File: src/rtl/multicycle_controller.sv
// Moore sequencing controller for the multicycle ARM core: state machine, NZCV flags, condition latch.
// Optional BL_LINK_EN: when defined, BL in BRANCH raises LinkWrite so the datapath writes R14.
//
// state    | meaning
// FETCH    | IR <- Mem[PC], PC <- PC+4
// DECODE   | read registers, latch condition result
// MEMADR   | ALU computes Rn + ExtImm address
// MEMREAD  | read data memory at ALUOut
// MEMWB    | write loaded data to Rd
// MEMWRITE | store to memory at ALUOut
// EXECR    | ALU on Rn, Rm
// EXECI    | ALU on Rn, ExtImm
// ALUWB    | write ALU result to Rd
// BRANCH   | PC <- PC+8+offset
// UNKNOWN  | undefined opcode, no writes

module multicycle_controller (
    input  logic       clk,
    input  logic       reset,
    input  logic [3:0] Cond,
    input  logic [1:0] Op,
    input  logic [5:0] Funct,
    input  logic [3:0] Rd,
    input  logic [3:0] ALUFlags,
    output logic       PCWrite,
    output logic       MemWrite,
    output logic       RegWrite,
    output logic       IRWrite,
    output logic       AdrSrc,
    output logic       ALUSrcA,
    output logic [1:0] ALUSrcB,
    output logic [1:0] ResultSrc,
    output logic [1:0] ImmSrc,
    output logic [1:0] RegSrc,
    output logic [1:0] ALUControl,
    output logic       LinkWrite
);

    typedef enum logic [3:0] {
        S_FETCH, S_DECODE, S_MEMADR, S_MEMREAD, S_MEMWB, S_MEMWRITE,
        S_EXECR, S_EXECI, S_ALUWB, S_BRANCH, S_UNKNOWN
    } state_t;

    state_t     state_q, state_d, st_out;
    logic [3:0] flags_q, flags_d;
    logic       condex_q, condex_d;
    logic       cond_pass;
    logic [1:0] alu_dp;
    logic       n_f, z_f, c_f, v_f;
    logic       in_exec, pc_dest;

    assign {n_f, z_f, c_f, v_f} = flags_q;
    assign in_exec = (state_q == S_EXECR) || (state_q == S_EXECI);
    assign pc_dest = (Rd == 4'b1111);

    always_comb begin
        case (Funct[4:1])
            4'b0100: alu_dp = 2'b00;
            4'b0010: alu_dp = 2'b01;
            4'b0000: alu_dp = 2'b10;
            4'b1100: alu_dp = 2'b11;
            default: alu_dp = 2'b00;
        endcase
    end

    always_comb begin
        case (Cond)
            4'b0000: cond_pass = z_f;
            4'b0001: cond_pass = ~z_f;
            4'b0010: cond_pass = c_f;
            4'b0011: cond_pass = ~c_f;
            4'b0100: cond_pass = n_f;
            4'b0101: cond_pass = ~n_f;
            4'b0110: cond_pass = v_f;
            4'b0111: cond_pass = ~v_f;
            4'b1000: cond_pass = c_f & ~z_f;
            4'b1001: cond_pass = ~c_f | z_f;
            4'b1010: cond_pass = (n_f == v_f);
            4'b1011: cond_pass = (n_f != v_f);
            4'b1100: cond_pass = ~z_f & (n_f == v_f);
            4'b1101: cond_pass = z_f | (n_f != v_f);
            4'b1110: cond_pass = 1'b1;
            default: cond_pass = 1'b0;
        endcase
    end

    // C and V only follow the ALU for arithmetic ops; logical ops leave them alone.
    always_comb begin
        flags_d  = flags_q;
        condex_d = condex_q;
        if (state_q == S_DECODE) condex_d = cond_pass;
        if (in_exec && condex_q && Funct[0]) begin
            flags_d[3:2] = ALUFlags[3:2];
            if (alu_dp == 2'b00 || alu_dp == 2'b01) flags_d[1:0] = ALUFlags[1:0];
        end
    end

    always_ff @(posedge clk) begin
        if (!reset) begin
            state_q  <= S_FETCH;
            flags_q  <= 4'b0000;
            condex_q <= 1'b0;
        end else begin
            state_q  <= state_d;
            flags_q  <= flags_d;
            condex_q <= condex_d;
        end
    end

    always_comb begin
        state_d = S_FETCH;
        case (state_q)
            S_FETCH:  state_d = S_DECODE;
            S_DECODE: begin
                case (Op)
                    2'b00:   state_d = Funct[5] ? S_EXECI : S_EXECR;
                    2'b01:   state_d = S_MEMADR;
                    2'b10:   state_d = S_BRANCH;
                    default: state_d = S_UNKNOWN;
                endcase
            end
            S_MEMADR:  state_d = Funct[0] ? S_MEMREAD : S_MEMWRITE;
            S_MEMREAD: state_d = S_MEMWB;
            S_EXECR:   state_d = S_ALUWB;
            S_EXECI:   state_d = S_ALUWB;
            default:   state_d = S_FETCH;
        endcase
    end

    // During reset the selects show FETCH values while every write enable is held low.
    always_comb begin
        st_out     = reset ? state_q : S_FETCH;
        PCWrite    = 1'b0;
        MemWrite   = 1'b0;
        RegWrite   = 1'b0;
        IRWrite    = 1'b0;
        AdrSrc     = 1'b0;
        ALUSrcA    = 1'b0;
        ALUSrcB    = 2'b00;
        ResultSrc  = 2'b00;
        ALUControl = 2'b00;
        LinkWrite  = 1'b0;
        ImmSrc     = (Op == 2'b01) ? 2'b01 : (Op == 2'b10) ? 2'b10 : 2'b00;
        RegSrc     = {(Op == 2'b01) && !Funct[0], Op == 2'b10};
        case (st_out)
            S_FETCH: begin
                IRWrite   = 1'b1;
                ALUSrcA   = 1'b1;
                ALUSrcB   = 2'b10;
                ResultSrc = 2'b10;
                PCWrite   = 1'b1;
            end
            S_DECODE: begin
                ALUSrcA   = 1'b1;
                ALUSrcB   = 2'b10;
                ResultSrc = 2'b10;
            end
            S_MEMADR:   ALUSrcB = 2'b01;
            S_MEMREAD:  AdrSrc = 1'b1;
            S_MEMWRITE: begin
                AdrSrc   = 1'b1;
                MemWrite = condex_q;
            end
            S_MEMWB: begin
                ResultSrc = 2'b01;
                RegWrite  = condex_q;
                PCWrite   = condex_q & pc_dest;
            end
            S_EXECR:    ALUControl = alu_dp;
            S_EXECI: begin
                ALUSrcB    = 2'b01;
                ALUControl = alu_dp;
            end
            S_ALUWB: begin
                RegWrite = condex_q;
                PCWrite  = condex_q & pc_dest;
            end
            S_BRANCH: begin
                ALUSrcB   = 2'b01;
                ResultSrc = 2'b10;
                PCWrite   = condex_q;
`ifdef BL_LINK_EN
                LinkWrite = condex_q & Funct[4];
`else
                LinkWrite = 1'b0;
`endif
            end
            default: ;
        endcase
        if (!reset) begin
            PCWrite   = 1'b0;
            MemWrite  = 1'b0;
            RegWrite  = 1'b0;
            IRWrite   = 1'b0;
            LinkWrite = 1'b0;
        end
    end

endmodule

File: config.mk
export PLATFORM = sky130hd
export DESIGN_NAME = multicycle_controller
export DESIGN_NICKNAME = d
export VERILOG_FILES = /design/src/rtl/multicycle_controller.sv
export SDC_FILE = /design/constraint.sdc
export NUM_CORES = 1
export LEC_CHECK = 0
export CAP_MARGIN = 20
export CORE_UTILIZATION = 43
export DETAILED_ROUTE_END_ITERATION = 12
export GPL_ROUTABILITY_DRIVEN = 0
export PLACE_DENSITY_LB_ADDON = 0.15
export SETUP_SLACK_MARGIN = 0.02
export SLEW_MARGIN = 20
export SYNTH_ARGS = -nofsm -noshare
export SYNTH_HDL_FRONTEND = slang
export SYNTH_SLANG_ARGS = --single-unit
File: constraint.sdc
create_clock -name clk -period 3.9 [get_ports clk]
set_input_delay 1.17 -clock clk [delete_from_list [all_inputs] [get_ports clk]]
set_output_delay 1.17 -clock clk [all_outputs]
set_load 0.02 [all_outputs]
[After elaboration in Yosys (flattened, before gate mapping)]
Index checks and enable logic that the tools add are counted.
Word-level totals
  bits in registers: 9
  output and inout bits: 17
Operators by class
  equal/unequal tests: 36
  bitwise gates (word level): 9
  muxes and demuxes: 22
  reductions and logical operators: 20
Operators with widths (count)
  $eq 4x4->1 const B: 11
  $eq 4x3->1 const B: 10
  $eq 4x2->1 const B: 7
  $pmux 4 s5: 1
  $logic_not 4->1: 4
  $pmux 1 s15: 1
  $eq 4x1->1 const B: 3
  $pmux 4 s3: 1
  $mux 1: 10
  $reduce_or 2->1: 5
  $pmux 2 s2: 2
  $mux 2: 3
  $pmux 2 s3: 1
  $reduce_or 3->1: 2
  $eq 2x1->1 const B: 2
  $logic_not 2->1: 2
  $mux 4: 1
  $not 1->1: 4
  $and 1x1->1: 3
  $logic_and 1x1->1: 3
  $mux 3: 1
  $pmux 1 s3: 1
  $eq 2x2->1 const B: 1
  $logic_or 1x1->1: 2
  other kinds (5): 6

[Depth between registers and ports, before layout]
Gate-level depths: netlist (run 1).
  word-level depth: 5
  mapped depth: 6
  mapped depth without buffers: 5

[Least setup slack after synthesis (run 1)]
No wires, ideal clock.
  path kind: input-to-output
  start point: input port reset
  end point: output port RegWrite
  cell stages on the path: 2
  arrival time: 2347 ps
  required time: 2730 ps
  setup slack: 383 ps
  path through: nand2_1 > a2111oi_0
On the way
  word-level cells in the longest chain between the ends: 5
  elaborated cells on any way between the ends: 6
  those cells by class: 2 x eq/ne; 3 x mux; 1 x reduce/logical
RTL lines
  start: declaration: RTL line 19  | input logic reset,
  $mux 4: RTL line 132  | st_out = reset ? state_q : S_FETCH;
  $eq 4x3->1 or $eq 4x4->1 (tied branches): RTL line 145  | case (st_out)
  $reduce_or 2->1 (no line)
  $mux 1: RTL line 145
  $mux 1 (*): RTL line 190  | if (!reset) begin
  end: declaration: RTL line 27  | output logic RegWrite,
Every way passes the cells marked *; elsewhere a longest branch is shown, timed or not.

[Final worst setup path (run 1)]
  start point: input port Op[1]
  end point: output port ImmSrc[1]
On the way
  word-level cells in the longest chain between the ends: 3
  elaborated cells on any way between the ends: 4
  those cells by class: 2 x eq/ne; 2 x mux
RTL lines
  start: declaration: RTL line 21  | input logic [1:0] Op,
  $eq 2x2->1: RTL line 143  | ImmSrc = (Op == 2'b01) ? 2'b01 : (Op == 2'b10) ? 2'b10 : 2'b00;
  $mux 2: RTL line 143
  $mux 2 (*): RTL line 143
  end: declaration: RTL line 33  | output logic [1:0] ImmSrc,
Marked as above.

==> run_results.csv, run 1 <==
group,metric,value,unit
synth,synthArstFlopShare,0,%
sta,rsz0062_at_grt,"no",
synth,synth.distinct_cells,35,
run,maxCapViolCount,0,
global_route,antenna_found_initial,0,
place,dpl_cell_area,1230,sq um
synth,netlist_area,831,sq um
detailed_routing,drt-total-wl,2.33,mm
worst_setup_path,r2r_slack,2.29,ns
worst_setup_path,crit_start,"Op[1]",
worst_setup_path,crit_path_start_kind,"input pin",
synth,ys_seq_area_share,21.7,%
synth,yosys_warnings,0,
cells_and_area,nFillCells,165,
sta,max_clock_freq,264,MHz
sta,fin_setup_tns,0,ns
power_and_ir_drop,peakVddDrop,0.175,mV
detailed_routing,dr.pass1.iters,4,
power_and_ir_drop,power_density,234,nW/um^2
detailed_routing,ant_nets,0,
cells_and_area,register_area,180,sq um
cts,cts_setup_buffers,0,
die,dieArea,2110,sq um
die,num_io_pins,39,
sta,fin_crit,3.78,ns
synth,synth_top_family_by_area,"simple AND/OR/NAND/NOR gates",
synth,avgSynthCellArea,7.22,sq um
global_route,grt_max_degree,20,
cells_and_area,multi_input_area,592,sq um
cells_and_area,final_cell_area,1250,sq um
min_path,worstHoldPathCells,2,
synth,synth_compound_area_share,17.5,%
cts,clk_latency,0.26,ns
global_route,track_usage,22.6,%
sta,setup_violations,0,
synth,synthSimpleGateAreaFrac,40.8,%
synth,synth-edff-count,0,
sta,hold_viol,0,
synth,synth_fa_ha_area_share,0,%
synth,synthMuxAreaShare,7.23,%
min_path,hold_end,"flags_q[2]",
cells_and_area,drive_above_1_share,7.14,%
sta,post-route-period-util,97.0,%
worst_setup_path,cp.arrival,2.61,ns
cts,clockRootBuffer,"clkbuf_4",
cts,h-tree-depth,1,
die,initial_core_util,47.1,%
global_route,grt_pass1_wl,3.53,mm
detailed_routing,vias,967,
synth,synthFlopType,"dfxtp_1",
cts,cts_sinks,9,
cts,path_clk_slew,0.06,ns
place,io_buffers,37,
worst_setup_path,endpoint_kind,"primary output",
detailed_routing,wire_per_inst,13.0,um
outcome,status,"finished, final reports clean",
min_path,worstHoldStart,"flags_q[2]",
synth,synth-xor-area-share,5.27,%
detailed_routing,remaining_drc_errors,0,
place,place_hpwl,1.79,mm
cells_and_area,syn_to_final_growth,51.1,%
global_route,grt_overflow,0,
die,die_w,46.0,um
worst_setup_path,rr_startpoint,"state_q[1]",
min_path,hp-class,"flop to flop",
detailed_routing,avgViaCountPerCell,5.40,
die,core_area,1760,sq um
cts,cts_tree,"yes",
sta,max_slew_margin,58.2,%
synth,syn_nets,137,
cells_and_area,antenna_cells,0,
cts,clk_path_buf_depth,2,
detailed_routing,drt_iter0_drc,14,
worst_setup_path,crit_fanout,5,
global_route,grt_pass1_vias,835,
cts,cts-buffers-inserted,3,
worst_setup_path,reg2reg_to,"flags_q[0]",
worst_setup_path,rr_worst_depth,4,
worst_setup_path,cp.required,2.73,ns
worst_setup_path,crit_type,"input pin to primary output",
cells_and_area,final_nets,177,
sta,drv_slew,0,
sta,tightest_slew,0.627,ns
synth,ys_seq_elements,9,
power_and_ir_drop,total_leakage_power,0.541,nW
synth,syn-instance-count,115,
die,die_h,46.0,um
die,fp-row-count,15,
sta,finalClockSkew,0.00897,ns
-- state kept, by name, summed over array words and instances (netlist names) --
signal	cells
condex_q	1
flags_q	4
state_q	4
-- cell usage in the layout, fill, tap and decap left out, types with 4 or more instances in the layout --
cell / Yosys / routed
nor2b_1: 10 / 10
nand3_1: 4 / 4
buf_4: 2 / 6
nor2_1: 9 / 9
dlygate4sd2_1: 0 / 7
a21oi_1: 7 / 7
nand2_1: 12 / 12
o21ai_0: 4 / 4
clkdlybuf4s50_1: 0 / 27
dfxtp_1: 9 / 9
nor3_1: 6 / 6
mux2i_1: 6 / 6
nand2b_1: 5 / 5
-- cell usage after synthesis, types with 2 or more instances --
library cell / instances / area, sq um
clkbuf_1: 3 / 11.3
nand3b_1: 3 / 22.5
nor2b_1: 10 / 62.6
nand2_1: 12 / 45.0
buf_4: 2 / 15.0
a21oi_1: 7 / 35.0
xnor2_1: 3 / 26.3
xor2_1: 2 / 17.5
nand2b_1: 5 / 31.3
a31oi_1: 3 / 18.8
nand3_1: 4 / 20.0
buf_2: 2 / 10.0
o21ai_0: 4 / 20.0
dfxtp_1: 9 / 180
nor4b_1: 3 / 26.3
inv_1: 3 / 11.3
a21boi_0: 2 / 15.0
nor2_1: 9 / 33.8
nor3_1: 6 / 30.0
o211ai_1: 2 / 15.0
mux2i_1: 6 / 60.1
and3b_1: 2 / 17.5
-- area by class of cell --
| class | count | area share (%) |
|---|---|---|
| clock buffers | 4 | 2.09 |
| inverters | 3 | 0.897 |
| multi-input cells | 95 | 47.2 |
| flip-flops and latches | 9 | 14.4 |
| well taps | 25 | 2.49 |
| repair buffers | 43 | 33.0 |
-- critical path: stages --
cell             delay [ns]
clkdlybuf4s50_1        0.54
nor2b_1                0.25
clkdlybuf4s50_1        0.65
-- through the flow --
stage                     worst slack, ns  std cells  power (W)  hold WS, ns  utilization (%)
after floorplan                     0.383        115   0.000170        0.518                -
after global placement             -0.105        175   0.000223        0.546             69.7
after detailed placement           -0.107        175   0.000226        0.556             69.7
after CTS                          0.0380        179   0.000294        0.566             70.7
after global routing               0.0222        179   0.000313        0.587             71.1
final                               0.117        179   0.000294        0.569             71.1
-- report_power, final --
part / switching (W) / total [W] / leakage [nW] / internal (W)
sequential: 0.0000150 / 0.000112 / 0.0733 / 0.0000970
combinational: 0.0000513 / 0.000112 / 0.452 / 0.0000603
clock: 0.0000310 / 0.0000703 / 0.0150 / 0.0000393
total: 0.0000972 / 0.000294 / 0.541 / 0.000197
-- cell families (layout without fill, tap and decap cells) --
group | Yosys count | after routing
AO/OA/AOI/OAI | 23 | 23
other | 1 | 1
AND/OR/NAND/NOR | 60 | 60
XOR/XNOR | 5 | 5
flip-flops | 9 | 9
multiplexers | 6 | 6
buffers and inverters | 11 | 50
-- what timing repair did --
| item | 4_1_cts | 5_1_grt |
|---|---|---|
| cloned | 0 | 0 |
| hold buffers | 0 | 0 |
| setup endpoints to repair | 7 | 3 |
| gates resized for setup | 7 | 3 |
-- worst max path at each step --
stage,to,slack (ns),cells after the start
floorplan,RegWrite,0.38,2
global route,ImmSrc[1],0.02,3
global placement,RegWrite,-0.10,4
detailed placement,PCWrite,-0.11,7
CTS,IRWrite,0.04,5
finish,ImmSrc[1],0.12,3
-- metal layers --
metal  global-route usage [%]  share of wire [%]
met1                     28.7                 46
met2                     38.6                 49
met3                     4.37                4.2
met4                     5.88               0.73
met5                        0                  0
Power figures use the tool's default switching activity.
==> run 2: changes to the inputs <==
--- a/config.mk
+++ b/config.mk
@@ -15,3 +15,4 @@
 export SYNTH_ARGS = -nofsm -noshare
 export SYNTH_HDL_FRONTEND = slang
 export SYNTH_SLANG_ARGS = --single-unit
+export TNS_END_PERCENT = 100
==> results of run 2 <==
Same layout as run 1: the final DEF is identical, and so are final timing and power.
==> run 3: changes to the inputs <==
--- a/config.mk
+++ b/config.mk
@@ -6,9 +6,10 @@
 export NUM_CORES = 1
 export LEC_CHECK = 0
 export CAP_MARGIN = 20
-export CORE_UTILIZATION = 43
+export CORE_UTILIZATION = 40
 export DETAILED_ROUTE_END_ITERATION = 12
 export GPL_ROUTABILITY_DRIVEN = 0
+export HOLD_SLACK_MARGIN = 0.12
 export PLACE_DENSITY_LB_ADDON = 0.15
 export SETUP_SLACK_MARGIN = 0.02
 export SLEW_MARGIN = 20
==> constraint.sdc (replaced) <==
create_clock -name clk -period 3.5 [get_ports clk]
set_input_delay 1.05 -clock clk [delete_from_list [all_inputs] [get_ports clk]]
set_output_delay 1.05 -clock clk [all_outputs]
set_load 0.02 [all_outputs]
==> run 3 against run 2 <==
Clock power grew 13%. Critical path depth grew 1. Global-route usage shrank 2.9 points. Critical endpoint is now ALUSrcA. Largest power group unchanged. Critical path type unchanged. Clock skew shrank 0.0043 ns. Setup slack lost 0.032 ns. Combinational power grew 9.8%. Via count shrank 4.6%. Core utilization shrank 6.8 points.
==> run_results.csv, run 3 (synthesis results as in run 1) <==
group,metric,value,unit
min_path,hold_end,"flags_q[1]",
worst_setup_path,reg2reg_to,"flags_q[1]",
sta,hold_viol,0,
cts,cts_tree,"yes",
power_and_ir_drop,peakVddDrop,0.220,mV
power_and_ir_drop,p_int,0.000216,W
sta,timing.hold.ws,0.568,ns
power_and_ir_drop,total_leakage_power,0.535,nW
die,num_io_pins,39,
place,io_buffers,37,
worst_setup_path,endpoint_kind,"primary output",
die,fp-row-count,16,
cells_and_area,antenna_cells,0,
detailed_routing,drt_iter0_drc,11,
cts,clk_path_buf_depth,2,
worst_setup_path,rr_worst_depth,4,
worst_setup_path,crit_type,"input pin to primary output",
die,die_w,47.6,um
die,initial_core_util,42.3,%
place,place_hpwl,1.67,mm
min_path,worstHoldStart,"flags_q[1]",
place,dpl_cell_area,1250,sq um
cells_and_area,final_cell_area,1260,sq um
cts,path_clk_slew,0.06,ns
global_route,antenna_found_initial,0,
cts,clk_latency,0.26,ns
global_route,grt_pass1_vias,773,
sta,max_clock_freq,293,MHz
detailed_routing,drt-total-wl,2.11,mm
cells_and_area,layout_commonest_cell,"clkdlybuf4s50_1",
die,die_h,47.6,um
cts,cts_sinks,9,
detailed_routing,dr.pass1.iters,4,
sta,tightest_slew,0.604,ns
detailed_routing,vias,923,
sta,fin_crit,3.42,ns
detailed_routing,wire_per_inst,11.5,um
global_route,use_met1,26.6,%
die,dieArea,2260,sq um
worst_setup_path,r2r_slack,1.92,ns
cells_and_area,drive_above_1_share,11.5,%
cts,cts_hold_buffers,0,
cells_and_area,syn_to_final_growth,51.8,%
worst_setup_path,rr_startpoint,"state_q[1]",
global_route,use_met3,3.77,%
power_and_ir_drop,power_density,259,nW/um^2
worst_setup_path,cp.required,2.45,ns
global_route,track_usage,19.7,%
sta,finalClockSkew,0.00463,ns
detailed_routing,ant_nets,0,
cts,cts-buffers-inserted,3,
worst_setup_path,crit_fanout,7,
power_and_ir_drop,power_frac_comb,37.5,%
global_route,grt-busiest-layer,"met2",
power_and_ir_drop,p_sw_share,33.7,%
power_and_ir_drop,power_frac_clock,24.4,%
worst_setup_path,crit_path_start_kind,"input pin",
cts,clockRootBuffer,"clkbuf_4",
sta,drv_slew,0,
cells_and_area,reg_top3,"flags_q: 4 flops, state_q: 4 flops, condex_q: 1 flops",
cts,h-tree-depth,1,
worst_setup_path,cp.arrival,2.37,ns
global_route,grt_util_met2,32.3,%
global_route,grt_overflow,0,
power_and_ir_drop,p_sw,0.000110,W
cells_and_area,final_nets,179,
min_path,hp-class,"flop to flop",
detailed_routing,avgViaCountPerCell,5.04,
die,core_area,1960,sq um
sta,setup_violations,0,
cells_and_area,mostFrequentLayoutCells,"24 x clkdlybuf4s50_1, 12 x nand2_1, 10 x nor2b_1",
cells_and_area,nFillCells,196,
detailed_routing,remaining_drc_errors,0,
global_route,grt_pass1_wl,3.22,mm
sta,rsz0062_at_grt,"yes",
global_route,grt_max_degree,20,
sta,max_slew_margin,59.7,%
min_path,worstHoldPathCells,2,
power_and_ir_drop,p_seq_share,38.1,%
sta,post-route-period-util,97.6,%
run,maxCapViolCount,0,
outcome,status,"finished, final reports clean",
==> run 3: changes by cell type in the layout (fill, tap and decap cells not counted), sizes merged <==
| cell | previous run | this run |
|---|---|---|
| buf | 6 | 8 |
| clkinv | 0 | 1 |
| clkdlybuf4s15 | 0 | 1 |
| dlymetal6s2s | 3 | 2 |
| clkdlybuf4s50 | 27 | 24 |
| clkbuf | 4 | 6 |
==> run 3: layout make-up <==
class                      instances  area (sq um)  share of cell area [%]
multi-input combinational         95           597                    47.3
timing repair buffer              45           412                    32.6
sequential                         9           180                    14.3
tap                               27          33.8                    2.68
clock buffer                       3          22.5                    1.79
inverter                           3          11.3                   0.893
clock inverter                     1          5.00                   0.397
==> run 3: per-stage QoR <==
step | utilization, % | power, W | setup TNS, ns | cells | worst slack [ns]
after floorplan | - | 0.000189 | 0 | 115 | 0.223
after CTS | 64.3 | 0.000331 | 0 | 183 | 0.0210
after global routing | 64.3 | 0.000348 | -0.0182 | 183 | -0.0182
final | 64.3 | 0.000326 | 0 | 183 | 0.0849
after detailed placement | 63.6 | 0.000253 | -1.67 | 179 | -0.278
after global placement | 63.6 | 0.000251 | -1.49 | 179 | -0.262
==> run 3: metal layers <==
layer	part of all wire [%]	wire length, um
met3	4.8	102
met4	0.90	19
met5	0	0
met1	48	1010
met2	46	977
==> run 3: timing repair <==
| item | 4_1_cts | 5_1_grt |
|---|---|---|
| gates resized for setup | 12 | 10 |
| setup buffers | 0 | 0 |
| cloned | 0 | 0 |
| setup endpoints to repair | 12 | 7 |
==> run 3: worst max-delay path by stage <==
| stage | start | endpoint | slack [ns] | cells past startpoint |
|---|---|---|---|---|
| after floorplan | reset | RegWrite | 0.22 | 2 |
| after global placement | reset | RegWrite | -0.26 | 4 |
| after detailed placement | Rd[2] | PCWrite | -0.28 | 7 |
| after CTS | Rd[2] | PCWrite | 0.02 | 7 |
| after global routing | Funct[4] | ALUControl[1] | -0.02 | 5 |
| final | reset | ALUSrcA | 0.08 | 4 |
==> run 3: critical path: stages <==
cell             delay, ns
clkdlybuf4s50_1       0.46
buf_4                 0.18
nand2b_1              0.07
clkdlybuf4s50_1       0.60
==> run 3: power by group through the flow <==
stage               Clock [W]  Combinational, W  Sequential (W)
global route        0.0000880          0.000134        0.000126
detailed placement          0          0.000127        0.000126
floorplan                   0         0.0000752        0.000114
finish              0.0000796          0.000123        0.000124
global placement            0          0.000125        0.000127
CTS                 0.0000836          0.000123        0.000124
